## src/rtl/led_fade_pwm.sv

```systemverilog
// led_fade_pwm: comet-tail fader behind flow_led, per-channel decay + shared PWM.
// Define LED_FADE_GAMMA_EN to apply a square-law curve on the compare path.
module led_fade_pwm #(
  parameter int CH         = 4,
  parameter int TICK_DIV   = 50000,
  parameter int DECAY_STEP = 8
) (
  input  logic          sys_clk,
  input  logic          sys_rst,
  input  logic          fade_en,
  input  logic [CH-1:0] led_in,
  output logic [CH-1:0] led_out
);

  localparam int PW = $clog2(TICK_DIV);
  localparam logic [PW-1:0] TICK_LAST = PW'(TICK_DIV - 1);
  localparam logic [7:0] STEP = 8'(DECAY_STEP);

  logic [PW-1:0]        presc;
  logic                 tick;
  logic [7:0]           pwm_cnt;
  logic [CH-1:0][7:0]   bright;
  logic [CH-1:0][7:0]   eff;

  assign tick = (presc == TICK_LAST);

  // decay prescaler, wraps after TICK_DIV cycles
  always_ff @(posedge sys_clk or posedge sys_rst) begin
    if (sys_rst)   presc <= '0;
    else if (tick) presc <= '0;
    else           presc <= presc + 1'b1;
  end

  // free-running PWM ramp, 255-cycle period
  always_ff @(posedge sys_clk or posedge sys_rst) begin
    if (sys_rst)                pwm_cnt <= '0;
    else if (pwm_cnt == 8'd254) pwm_cnt <= '0;
    else                        pwm_cnt <= pwm_cnt + 8'd1;
  end

  // brightness: reload on input high, else saturating decay on tick
  always_ff @(posedge sys_clk or posedge sys_rst) begin
    if (sys_rst) begin
      bright <= '0;
    end else begin
      for (int i = 0; i < CH; i++) begin
        if (led_in[i])
          bright[i] <= 8'hFF;
        else if (tick)
          bright[i] <= (bright[i] < STEP) ? 8'd0
                     : bright[i] - STEP;
      end
    end
  end

`ifdef LED_FADE_GAMMA_EN
  // square-law curve: (b*b + b) >> 8 keeps 0->0 and 255->255
  always_comb begin
    eff = '0;
    for (int i = 0; i < CH; i++)
      eff[i] = 8'((16'(bright[i]) * 16'(bright[i])
                 + 16'(bright[i])) >> 8);
  end
`else
  // linear: duty follows brightness directly
  always_comb begin
    eff = bright;
  end
`endif

  // registered pin drive: PWM compare or direct pass-through
  always_ff @(posedge sys_clk or posedge sys_rst) begin
    if (sys_rst) begin
      led_out <= '0;
    end else begin
      for (int i = 0; i < CH; i++)
        led_out[i] <= fade_en ? (eff[i] > pwm_cnt)
                              : led_in[i];
    end
  end

endmodule

```

## config.mk

```make
export PLATFORM = sky130hd
export DESIGN_NAME = led_fade_pwm
export DESIGN_NICKNAME = d
export VERILOG_FILES = /design/src/rtl/led_fade_pwm.sv
export SDC_FILE = /design/constraint.sdc
export NUM_CORES = 1
export LEC_CHECK = 0
export ABC_CLOCK_PERIOD_IN_PS = 5200
export BUFFER_PORTS_ARGS = -buffer_cell sky130_fd_sc_hd__buf_2
export CAP_MARGIN = 25
export CORE_MARGIN = 2
export CORE_UTILIZATION = 43
export DETAILED_ROUTE_END_ITERATION = 12
export PLACE_DENSITY = 0.67
export SYNTH_ARGS = -nofsm -noshare
export SYNTH_HDL_FRONTEND = slang
export SYNTH_SLANG_ARGS = --single-unit
```

## constraint.sdc

```tcl
create_clock -name sys_clk -period 5.2 [get_ports sys_clk]
set_clock_uncertainty 0.2 [all_clocks]
set_input_delay 1.04 -clock sys_clk [delete_from_list [all_inputs] [get_ports sys_clk]]
set_output_delay 1.04 -clock sys_clk [all_outputs]
set_load 0.02 [all_outputs]
```

==> metrics, run 1 <==
status=finished clean; Synth Area per Inst=9.650 µm²; crit end category=flip-flop; Total Wirelength=roughly 6400 µm; pin count of the biggest net entering global routing=53; Total GRT Usage=16.49%; met1 usage=between 20% and 30%; Final HPWL DP=4554 µm; final hold slack=0.2891 ns; ANT cells=0; Synth Cell Area=3194 µm²; Pwr Density=205.4 nW/µm²; ys async rst share=100.0%; vias in the first global route=around 2300; Slew HR=between 50% and 60%; via count=approximately 2500; WL per Instance=14.45 µm; YS warnings=0; layout cells sized above 1=8.140%; routability congestion estimate=just over 0.8; post-CTS resize count=0; min Tclk post-route=roughly 2.5 ns; gr ovfl total=0; Arr. time, crit path=around 2.5 ns; num ports=11; H-tree depth=2; # setup viols final=0; Core Rows=31; fmax=407.9 MHz; non-filler cells, final=443; placed cells=435; Least-Margin Pin Slew=between 0.6 and 0.7 ns; Setup crit start kind=flip-flop; total negative slack=0 ns; final slew viol count=0; syn nets=377; ANT nets after route=0; Hold Violations, Final=0; cell count after synthesis=331; chip width=90.19 µm; register area share after synthesis=between 40% and 50%; Static Leak=1.455 nW; number of remaining DRC errors=0; die area=8134 µm²; Worst-path clk slew=0.11 ns; number of buffers created by CTS=5; maximum VDD drop=0.0001435 V; grt peak-use layer=met2; Clock Tree Buf Depth=2; HP Class=reg2reg; period utilization=47.15%; area grow syn2layout=8.186%; Die Y=90.19 µm; M3 GR Usage=2.934%; DRT Pass-1 Iters=4; hold_buf cts=0; Port Buffers=10; met2 Use GR=27.57%; Initial Util=44.28%; initial antenna violation count=0; Core ar.=7214 µm²; DR vias/cell=5.571; clk root buf=clkbuf_8; RSZ-0062 raised after global routing=no; max_cap viols=0; clock sink total=52; clock latency on the worst-skew pair=slightly above 0.3 ns; EDFF count, synth=0; Synth cell types=45; final net count=389; Primary FF master, synth=dfrtp_1; CTS tree=done; # Post-CTS Setup Buffers=0; wire length of the first global-routing pass=10930 µm; critical path required time=5.26 ns; crit-path max FO=30; drt first-iter violations=137; CP Class=reg2reg; number of synthesized register bits=52
[Yosys cell counts (all sizes together) (6+ instances only)]
master	instances	area [µm²]
nand2	23	86.33
o211ai	7	52.55
a21oi	20	100.1
xnor2	12	105.1
nor3	13	65.06
ha	39	488.0
inv	27	101.4
nand3	13	65.06
xor2	6	52.55
a211o	7	61.31
nor2	30	112.6
o21ai	8	40.04
nand4	10	62.56
dfrtp	52	1301
or3	8	50.05
[metrics by stage]
stage                     util (%)  power (W)  instance area (µm²)  setup slack [ns]
after detailed placement     46.36  0.0004379                 3344             2.741
after global placement       46.36  0.0004377                 3344             2.788
after CTS                    47.90  0.0007201                 3456             2.730
final                        47.90  0.0007100                 3456             2.748
after floorplan                  -  0.0004275                 3194             2.702
after global routing         47.90  0.0007378                 3456             2.610
[power breakdown]
| group | internal, W | total [W] | switching (W) |
|---|---|---|---|
| logic | 0.00000585 | 0.0000229 | 0.0000170 |
| clock network | 0.000143 | 0.000281 | 0.000139 |
| registers | 0.000406 | 0.000406 | 0.000000321 |
| total | 0.000554 | 0.000710 | 0.000156 |
[critical path, stage by stage (launching register included)]
cell and delay [ns]:
dfrtp_1 0.45, or4b_1 0.57, or4_4 0.68, or3_1 0.42, nand3_1 0.09
[cell families (layout without fill, tap and decap cells)]
logic type / count (synthesis) / after routing / share of synthesized area [%]
XOR/XNOR: 18 / 18 / 4.935
buffers and inverters: 34 / 47 / 4.583
AND/OR/NAND/NOR: 127 / 127 / 21.19
AO/OA/AOI/OAI: 59 / 59 / 12.65
multiplexers: 2 / 2 / 0.6267
flip-flops: 52 / 52 / 40.74
adder cells (fa/ha/maj): 39 / 39 / 15.28
[worst paths after layout]
check	from	to	slack [ns]	cells after the start
min reg2reg	presc[7]	presc[7]	0.29	1
max in group asynchronous	sys_rst	bright[30]	3.65	3
max	presc[11]	bright[7]	2.75	4
min	presc[7]	presc[7]	0.29	1
min in group asynchronous	sys_rst	bright[12]	0.69	3
max reg2reg	presc[11]	bright[7]	2.75	4
[layout make-up]
type | instances | area [µm²]
clock buffer | 5 | 68.82
clock inverter | 3 | 42.54
fill | 693 | 3759
inverter | 27 | 101.3
multi-input combinational | 245 | 1753
sequential | 52 | 1301
tap | 99 | 123.9
timing repair buffer | 12 | 65.06
[cells in the final DEF (no fill, tap or decap), types with 2 or more instances in the layout]
cell / n
a211o_1: 7
a21boi_0: 2
a21o_1: 4
a21oi_1: 20
and2_1: 2
and3_1: 4
and4b_1: 2
buf_2: 10
buf_4: 2
clkbuf_8: 5
dfrtp_1: 52
ha_1: 39
inv_1: 26
mux2i_1: 2
nand2_1: 23
nand3_1: 13
nand4_1: 10
nor2_1: 30
nor2b_1: 4
nor3_1: 13
nor3b_1: 3
nor4_1: 3
nor4_2: 2
nor4b_1: 2
o211ai_1: 7
o21ai_0: 8
o221a_2: 4
or3_1: 8
xnor2_1: 12
xor2_1: 6
[per-layer routing]
layer / part of all wire, % / vias up
met5: 0 / -
met4: 1.7 / 0
met3: 2.9 / 8
met2: 49 / 39
met1: 46 / 1201
li1: - / 1220
[registers in the layout (all words and copies together), names as in the netlist]
signal	count
led_out	4
pwm_cnt	8
bright	24
presc	16
(Power assumes the default switching activity.)
==> run 2: changes to the inputs <==
Settings changed: ABC_AREA from default to 1, ABC_CLOCK_PERIOD_IN_PS 5200 to 2160, PLACE_DENSITY 0.67 to 0.69.
Clock period 5.2 ns to 2.16 ns, I/O delays scaled along.
==> metrics, run 2 <==
status=finished clean (unchanged); clk root buf=clkbuf_8 (unchanged); EDFF count, synth=0 (unchanged); Regs by FF count=bright x24, presc x16, pwm_cnt x8 (unchanged); ys async rst share=100.0% (unchanged); Synth top cells by count=164 x nand2_1, 68 x inv_1, 52 x dfrtp_1 (was 52 x dfrtp_1, 39 x ha_1, 30 x nor2_1); H-tree depth=2 (unchanged); Initial Util=44.87% (was 44.28%); Reg2Reg Depth=10 (was 4); period utilization=84.44% (was 47.15%); Yosys top cell area share=34.95% (was 40.74%); cell count after synthesis=518 (was 331); number of synthesized register bits=52 (unchanged); DR vias/cell=4.984 (was 5.571); Pwr Density=486.6 nW/µm² (was 205.4 nW/µm²); ANT nets after route=0 (unchanged); Total GRT Usage=17.18% (was 16.49%); DRT Pass-1 Iters=4 (unchanged); fmax=548.3 MHz (was 407.9 MHz); die area=9420 µm² (was 8134 µm²); Final HPWL DP=5698 µm (was 4554 µm); register area share after synthesis=34.95% (was 40.74%); Core Rows=33 (was 31); Synth Cell Area=3724 µm² (was 3194 µm²); RR Startpoint=presc[0] (was presc[11]); via count=3185 (was 2468); CP max stage delay=0.41 ns (was 0.68 ns); WP buf/inv=2 (was 0); Final WS setup=0.3361 ns (was 2.748 ns); count leader, synth=nand2_1 (was dfrtp_1); area grow syn2layout=7.359% (was 8.186%); Port Buffers=10 (unchanged); final slew viol count=0 (unchanged); chip width=97.06 µm (was 90.19 µm); Top reg by flops=bright (unchanged); vias in the first global route=3005 (was 2340); Total Wirelength=7493 µm (was 6401 µm); Hold Violations, Final=0 (unchanged); syn nets=564 (was 377); Clock Tree Buf Depth=2 (unchanged); WL per Instance=11.73 µm (was 14.45 µm); Die Y=97.06 µm (was 90.19 µm); RSZ-0062 raised after global routing=no (unchanged); worst-path cell chain=ha_1 > nand2_2 > clkinv_2 > nand2_2 > nor2_2 > nand2_1 > buf_4 > nand2_4 > nand2_1 > nand2_1 (was or4b_1 > or4_4 > or3_1 > nand3_1); Setup crit start kind=flip-flop (unchanged); total negative slack=0 ns (unchanged); CP Class=reg2reg (unchanged); gr ovfl total=0 (unchanged); CP max stage cell=dfrtp_1 (was or4_4); number of remaining DRC errors=0 (unchanged); layout cells sized above 1=8.801% (was 8.140%); clock latency on the worst-skew pair=0.30 ns (was 0.31 ns); hold_sp=led_in[3] (was presc[7]); Least-Margin Pin Slew=0.4275 ns (was 0.6719 ns); HP Class=in2reg (was reg2reg); Slew HR=71.47% (was 55.21%); clock sink total=52 (unchanged); reg-to-reg endpoint=bright[28] (was bright[7]); YS warnings=0 (unchanged); most frequent cells in the layout=164 x nand2_1, 67 x inv_1, 52 x dfrtp_1 (was 52 x dfrtp_1, 39 x ha_1, 30 x nor2_1); critical path's top delay family=simple AND/OR/NAND/NOR gates (unchanged); post-CTS resize count=0 (unchanged); final core utilization=48.17% (was 47.90%); max reg flops=24 (unchanged); Worst-path clk slew=0.09 ns (was 0.11 ns); Arr. time, crit path=1.82 ns (was 2.51 ns); CTS tree=done (unchanged); crit-path max FO=20 (was 30); routability congestion estimate=0.8333 (was 0.8196); # setup viols final=0 (unchanged); post-synth top area cell=dfrtp_1 (unchanged); final net count=579 (was 389); number of buffers created by CTS=5 (unchanged); Synth cell types=30 (was 45); pin count of the biggest net entering global routing=53 (unchanged); maximum VDD drop=0.0002628 V (was 0.0001435 V); Static Leak=2.107 nW (was 1.455 nW); most frequent CP cell=nand2_1; critical path required time=2.16 ns (was 5.26 ns); num ports=11 (unchanged); max_cap viols=0 (unchanged); Synth area leaders=dfrtp_1 35%, nand2_1 17%, ha_1 13% (was dfrtp_1 41%, ha_1 15%, nor2_1 3.5%); drt first-iter violations=115 (was 137); most common cell after layout, fill and taps aside=nand2_1 (was dfrtp_1); Synth Area per Inst=7.188 µm² (was 9.650 µm²); min Tclk post-route=1.824 ns (was 2.452 ns); Core ar.=8299 µm² (was 7214 µm²); worst reg2reg setup slack=0.34 ns (was 2.75 ns); ANT cells=0 (unchanged); crit end category=flip-flop (unchanged); WHS Endpoint=led_out[3] (was presc[7]); Hold Path Depth=3 (was 1); initial antenna violation count=0 (unchanged); wire length of the first global-routing pass=13570 µm (was 10930 µm); dpl ws=0.3554 ns (was 2.741 ns); Primary FF master, synth=dfrtp_1 (unchanged)
==> run 2: cell type report <==
type | instances | area (µm²)
fill | 834 | 4302
multi-input combinational | 387 | 2108
inverter | 74 | 279.0
tap | 105 | 131.4
sequential | 52 | 1301
clock buffer | 8 | 90.09
timing repair buffer | 13 | 87.58
==> run 2: worst reg2reg max path: stages, from the launching register on <==
cell	delay (ns)
dfrtp_1	0.41
ha_1	0.23
nand2_2	0.10
clkinv_2	0.09
nand2_2	0.08
nor2_2	0.05
nand2_1	0.06
buf_4	0.25
nand2_4	0.10
nand2_1	0.09
nand2_1	0.06
==> run 2: logic make-up after synthesis <==
logic type | synth area share (%)
AND/OR/NAND/NOR | 36.12
buffers and inverters | 8.434
flip-flops | 34.95
adder cells (fa/ha/maj) | 13.10
AO/OA/AOI/OAI | 5.276
XOR/XNOR | 2.117
==> run 2: worst max-delay path by stage <==
stage | depth (start not counted) | startpoint | slack (ns) | to
after floorplan | 1 | sys_rst | 0.27 | bright[11]
after global placement | 10 | presc[0] | 0.44 | bright[27]
after detailed placement | 10 | presc[0] | 0.36 | bright[28]
after CTS | 10 | presc[0] | 0.33 | bright[28]
after global routing | 10 | presc[0] | 0.22 | bright[28]
final | 10 | presc[0] | 0.34 | bright[28]
==> run 2: stage by stage <==
stage | hold WS (ns) | cell area [µm²] | power [W] | cells
floorplan | 0.2329 | 3724 | 0.001308 | 518
global placement | 0.2435 | 3897 | 0.001376 | 630
detailed placement | 0.2705 | 3897 | 0.001393 | 630
CTS | 0.1415 | 3998 | 0.001972 | 639
global route | 0.1647 | 3998 | 0.002070 | 639
finish | 0.1457 | 3998 | 0.001945 | 639
==> run 2: where the power goes <==
part           internal, W  total (W)  switching [W]
registers          0.00102    0.00107      0.0000580
logic             0.000120   0.000297       0.000177
clock network     0.000262   0.000574       0.000312
total              0.00140    0.00195       0.000546
==> run 2: layer usage <==
layer  wire [µm]  vias up  track usage, %  part of all wire [%]
li1            -     1675               -                     -
met1        3640     1469           23.22                    49
met2        3508       35           28.95                    47
met3         273        6           2.590                   3.6
met4          70        0           4.442                  0.93
met5           0        -               0                     0
==> run 2: timing repair <==
item                                   in CTS  in global routing
hold buffers                                1                  0
buffers inserted                            0                  0
setup endpoints to repair                   0                  0
endpoints found under the hold margin      52                  0
